==> config.mk <==
export PLATFORM = sky130hd
export DESIGN_NAME = debug_cmd_decoder
export DESIGN_NICKNAME = d
export VERILOG_FILES = /design/src/rtl/debug_cmd_decoder.sv
export SDC_FILE = /design/constraint.sdc
export NUM_CORES = 1
export LEC_CHECK = 0
export ABC_AREA = 1
export ABC_CLOCK_PERIOD_IN_PS = 6090
export CAP_MARGIN = 20
export CORE_MARGIN = 3
export CORE_UTILIZATION = 45
export DETAILED_ROUTE_END_ITERATION = 16
export GPL_TIMING_DRIVEN = 0
export PLACE_DENSITY_LB_ADDON = 0.05
export SETUP_SLACK_MARGIN = 0.3
export SLEW_MARGIN = 25
export SYNTH_ARGS = -nofsm -noshare
export SYNTH_HDL_FRONTEND = slang
export SYNTH_SLANG_ARGS = --single-unit
==> constraint.sdc <==
create_clock -name clk -period 6.09 [get_ports clk]
set_clock_uncertainty 0.1 [all_clocks]
set_input_delay 1.827 -clock clk [delete_from_list [all_inputs] [get_ports clk]]
set_output_delay 1.827 -clock clk [all_outputs]
set_load 0.1 [all_outputs]
==> src/rtl/debug_cmd_decoder.sv <==
// Debug command decoder: parses opcode/payload byte frames from a UART-style
// receiver, dispatches one command strobe to a debug controller, then replies
// with an echoed opcode byte and, for read commands, 4 bytes of read-back data.
module debug_cmd_decoder #(
    parameter int TIMEOUT_CYCLES = 100000
) (
    input  logic        clk,
    input  logic        reset,
    input  logic [7:0]  rx_data,
    input  logic        rx_valid,
    output logic [7:0]  tx_data,
    output logic        tx_start,
    input  logic        tx_busy,
    output logic [3:0]  debug_fn,
    output logic [31:0] addr,
    output logic [31:0] d_in,
    output logic        out_valid,
    input  logic        ctrlr_busy,
    input  logic [31:0] d_rd,
    output logic        frame_err
);

    localparam int TW = $clog2(TIMEOUT_CYCLES + 1);

    localparam logic [3:0] FN_NONE   = 4'd0;
    localparam logic [3:0] FN_STATUS = 4'd5;
    localparam logic [3:0] FN_BP_ADD = 4'd6;
    localparam logic [3:0] FN_BP_RM  = 4'd7;
    localparam logic [3:0] FN_MEM_RD = 4'd8;
    localparam logic [3:0] FN_MEM_WR = 4'd9;
    localparam logic [3:0] FN_REG_RD = 4'd10;
    localparam logic [3:0] FN_REG_WR = 4'd11;

    typedef enum logic [2:0] {
        IDLE, RX_ADDR, RX_DATA, DISPATCH, WAIT_CTRL, TX_ACK, TX_DATA
    } state_e;

    function automatic logic fn_valid(input logic [3:0] fn);
        return (fn != FN_NONE) && (fn <= FN_REG_WR);
    endfunction

    function automatic logic fn_has_addr(input logic [3:0] fn);
        return fn inside {FN_BP_ADD, FN_BP_RM, FN_MEM_RD, FN_MEM_WR, FN_REG_RD, FN_REG_WR};
    endfunction

    function automatic logic fn_has_data(input logic [3:0] fn);
        return fn inside {FN_MEM_WR, FN_REG_WR};
    endfunction

    function automatic logic fn_is_read(input logic [3:0] fn);
        return fn inside {FN_MEM_RD, FN_REG_RD, FN_STATUS};
    endfunction

    state_e        state_q, state_d;
    logic [3:0]    fn_q, fn_d;
    logic [7:0]    ack_q, ack_d;       // echoed opcode, or 0xEE on reject
    logic [31:0]   addr_q, addr_d;
    logic [31:0]   din_q, din_d;
    logic [31:0]   reply_q, reply_d;   // read-back data, shifted out MSB first
    logic [1:0]    cnt_q, cnt_d;       // byte index within a 32-bit field
    logic [TW-1:0] tmo_q, tmo_d;       // idle cycles since last accepted byte
    logic          guard_q, guard_d;   // cycle after tx_start: tx_busy not yet valid

    logic          out_valid_c, tx_start_c, frame_err_c;
    logic [7:0]    tx_byte;

    // Next-state, datapath updates and strobes.
    always_comb begin
        state_d     = state_q;
        fn_d        = fn_q;
        ack_d       = ack_q;
        addr_d      = addr_q;
        din_d       = din_q;
        reply_d     = reply_q;
        cnt_d       = cnt_q;
        tmo_d       = tmo_q;
        out_valid_c = 1'b0;
        tx_start_c  = 1'b0;
        frame_err_c = 1'b0;
        tx_byte     = 8'h00;
        case (state_q)
            IDLE: begin
                if (rx_valid) begin
                    addr_d = '0;
                    din_d  = '0;
                    cnt_d  = '0;
                    tmo_d  = '0;
                    if (!fn_valid(rx_data[3:0])) begin
                        fn_d        = FN_NONE;
                        ack_d       = 8'hEE;
                        frame_err_c = 1'b1;
                        state_d     = TX_ACK;
                    end else begin
                        fn_d    = rx_data[3:0];
                        ack_d   = rx_data;
                        state_d = fn_has_addr(rx_data[3:0]) ? RX_ADDR : DISPATCH;
                    end
                end
            end
            RX_ADDR, RX_DATA: begin
                if (rx_valid) begin
                    tmo_d = '0;
                    cnt_d = cnt_q + 2'd1;
                    if (state_q == RX_ADDR) addr_d = {addr_q[23:0], rx_data};
                    else                    din_d  = {din_q[23:0], rx_data};
                    if (cnt_q == 2'd3)
                        state_d = (state_q == RX_ADDR && fn_has_data(fn_q)) ? RX_DATA : DISPATCH;
                end else if (tmo_q == TW'(TIMEOUT_CYCLES - 1)) begin
                    // Stalled frame: drop it silently apart from the error pulse.
                    frame_err_c = 1'b1;
                    tmo_d       = '0;
                    cnt_d       = '0;
                    state_d     = IDLE;
                end else begin
                    tmo_d = tmo_q + TW'(1);
                end
            end
            DISPATCH: begin
                if (!ctrlr_busy) begin
                    out_valid_c = 1'b1;
                    state_d     = WAIT_CTRL;
                end
            end
            WAIT_CTRL: begin
                if (!ctrlr_busy) begin
                    reply_d = d_rd;
                    state_d = TX_ACK;
                end
            end
            TX_ACK: begin
                if (!tx_busy && !guard_q) begin
                    tx_start_c = 1'b1;
                    tx_byte    = ack_q;
                    state_d    = fn_is_read(fn_q) ? TX_DATA : IDLE;
                end
            end
            TX_DATA: begin
                if (!tx_busy && !guard_q) begin
                    tx_start_c = 1'b1;
                    tx_byte    = reply_q[31:24];
                    reply_d    = {reply_q[23:0], 8'h00};
                    cnt_d      = cnt_q + 2'd1;
                    if (cnt_q == 2'd3) state_d = IDLE;
                end
            end
            default: state_d = IDLE;
        endcase
        guard_d = tx_start_c;
    end

    // State and datapath registers.
    always_ff @(posedge clk) begin
        if (reset) begin
            state_q <= IDLE;
            fn_q    <= FN_NONE;
            ack_q   <= 8'h00;
            addr_q  <= '0;
            din_q   <= '0;
            reply_q <= '0;
            cnt_q   <= '0;
            tmo_q   <= '0;
            guard_q <= 1'b0;
        end else begin
            state_q <= state_d;
            fn_q    <= fn_d;
            ack_q   <= ack_d;
            addr_q  <= addr_d;
            din_q   <= din_d;
            reply_q <= reply_d;
            cnt_q   <= cnt_d;
            tmo_q   <= tmo_d;
            guard_q <= guard_d;
        end
    end

    // Strobes are suppressed while reset is held so a pending dispatch cannot leak out.
    assign out_valid = out_valid_c & ~reset;
    assign tx_start  = tx_start_c & ~reset;
    assign frame_err = frame_err_c & ~reset;
    assign tx_data   = reset ? 8'h00 : tx_byte;
    assign debug_fn  = fn_q;
    assign addr      = addr_q;
    assign d_in      = din_q;

endmodule

==> results.cfg <==
[status]
status = completed

[hold_path]
min_path_cells = 2
whs_endpoint = ack_q[1]
hp-class = register to register
hold_path.startpoint = ack_q[1]

[die]
core_mm2 = 0.0127
die_area_mm2 = 0.0144
start_util = 0.463
io_pins = 124
die_h_um = 120
row_count = 41
die_x_um = 120

[final_layout]
stdcell_area_mm2 = 0.00787
nets = 1002
final_cells = 1139
final_cell_mix = 148 x nand2_1, 130 x dfxtp_1, 114 x inv_1
final_core_util = 0.621
area_growth_pct = 34.2
drive_above_1_share = 0.111
layout_commonest_cell = nand2_1
n_antenna_cell = 0

[clock_network]
cts_root_buffer = clkbuf_16
post_cts_buffers = 0
ctsResizeCount = 33
clk_pin_slew_ps = 50
cts_tree = built
clkSinkCount = 130
clk_latency_ps = 410
h-tree-depth = 4
postCtsHoldBufs = 0
clock_path_buffers = 2
cts-buffers-inserted = 17

[timing]
finalWorstSetupSlack_ps = 426
finalHoldViolCount = 0
max_freq_mhz = 177
min_period_ps = 5660
drv_slew = 0
setup_violations = 0
hold_ws_ps = 369
fin_crit_sh = 0.930
relSlewSlack = 0.312
rsz0062_at_grt = false
setup_tns_ps = 0
worstMarginPinSlew_ps = 1030

[placed_design]
port_buffers = 122
globalplace.congestion = 0.843
hpwl_um = 11800
pre_cts_slack_ps = -509
place_inst = 1108
place_area_mm2 = 0.00732

[power_and_ir_drop]
power_mw = 3.05
irDropWorstVdd_uv = 202
power_density_mw_per_mm2 = 388
leakage_nw = 2.87

[synthesis]
synth_top_family_by_area = simple AND/OR/NAND/NOR gates
synth-seq-cells = 130
syn_area_per_cell_um2 = 7.20
yosys_warnings = 0
synth_simple_gate_area_frac = 0.258
synth.distinct_cells = 32
synth_compound_area_frac = 0.167
syn_inst = 814
synth.net_count = 861
synthArstFlopShare = 0
synthMuxAreaShare = 0
ys.flop_type = dfxtp_1
synth-edff-count = 0
synthXorXnorAreaFrac = 0.00597
netlist_area_mm2 = 0.00586
synth-seq-area-share = 0.444
synth_fa_ha_area_frac = 0.00427

[setup_path]
r2r-end = tmo_q[14]
cp-end-kind = output pin
arrival_ps = 3740
critPathKind = primary input to output pin
rr_worst_depth = 9
crit_required_ps = 4160
reg2reg_from = tmo_q[0]
rrSetupSlack_ps = 4260
worstPathMaxFanout = 10
crit_path_start_kind = primary input

[global_routing]
grt_pass1_wl_um = 24800
antenna_found_initial = 0
gr-usage-all-layers = 0.214
grt_max_degree = 17
grt_pass1_vias = 5321
globalRoute.totalOverflow = 0

[routing]
drt.antenna.violating_nets = 0
wl_per_cell_um = 13.7
drc = 0
drt_wl_total_um = 15500
drt_iter0_markers = 388
first_pass_iters = 5
avgViaCountPerCell = 5.03
num_vias = 5728

[job]
drv_cap = 0
==> report_power, final <==
part	total, mW	internal, mW	switching [mW]
clock	0.932	0.587	0.345
combinational	1.07	0.298	0.776
sequential	1.04	0.970	0.0746
==> cells by family (layout without fill, tap and decap cells) <==
logic type	after synthesis	count (layout)
adder cells (fa/ha/maj)	2	2
AND/OR/NAND/NOR	329	329
buffers and inverters	168	321
flip-flops	130	130
AO/OA/AOI/OAI	181	181
XOR/XNOR	4	4
==> registers in the layout, summed over array words and instances, names as in the netlist <==
register,cells
addr,32
debug_fn,4
guard_q,1
d_in,32
ack_q,7
state_q,3
tmo_q,17
reply_q,32
cnt_q,2
==> worst max-delay path: stages <==
cell and delay [ps]:
clkbuf_1 150, inv_1 160, clkbuf_1 390, nand2_1 350
nor3_2 260, clkdlybuf4s15_2 590
==> synth_stat cells, types with 5 or more instances <==
cell type | instances | share of area
o21ai_0 | 36 | 0.031
inv_2 | 8 | 0.0051
o22ai_1 | 33 | 0.035
nor3_2 | 8 | 0.014
or2_2 | 16 | 0.017
nand3_1 | 44 | 0.038
nor2_1 | 80 | 0.051
buf_6 | 7 | 0.013
inv_1 | 114 | 0.073
nand2_1 | 148 | 0.095
dfxtp_1 | 130 | 0.44
a31oi_1 | 24 | 0.026
o21ai_1 | 24 | 0.020
nand4_1 | 5 | 0.0053
buf_2 | 9 | 0.0077
a21oi_1 | 63 | 0.054
clkbuf_1 | 26 | 0.017
nor3_1 | 10 | 0.0085
==> worst max-delay path by stage <==
stage | start | end | slack (ps) | depth (start not counted)
after floorplan | reset | tx_data[0] | 150 | 5
after global placement | rx_data[1] | frame_err | -510 | 9
after detailed placement | rx_data[1] | frame_err | -510 | 9
after CTS | rx_data[1] | frame_err | 200 | 9
after global routing | reset | tx_start | 300 | 6
final | reset | tx_start | 430 | 6
==> final cells by class <==
class                   instances  area, um^2
well taps                     172         215
clock buffers                  25         485
multi-input cells             516        2570
inverters                     123         464
plain buffers                  45         244
flip-flops and latches        130        2600
repair buffers                122        1230
clock inverters                 6        55.1
fillers                      1199        4800
==> per-layer routing <==
layer,track usage,routed length (um)
met5,0,0
met1,0.270,6910
met2,0.358,7540
met3,0.0467,798
met4,0.0787,299
Power figures use the tool's default switching activity.
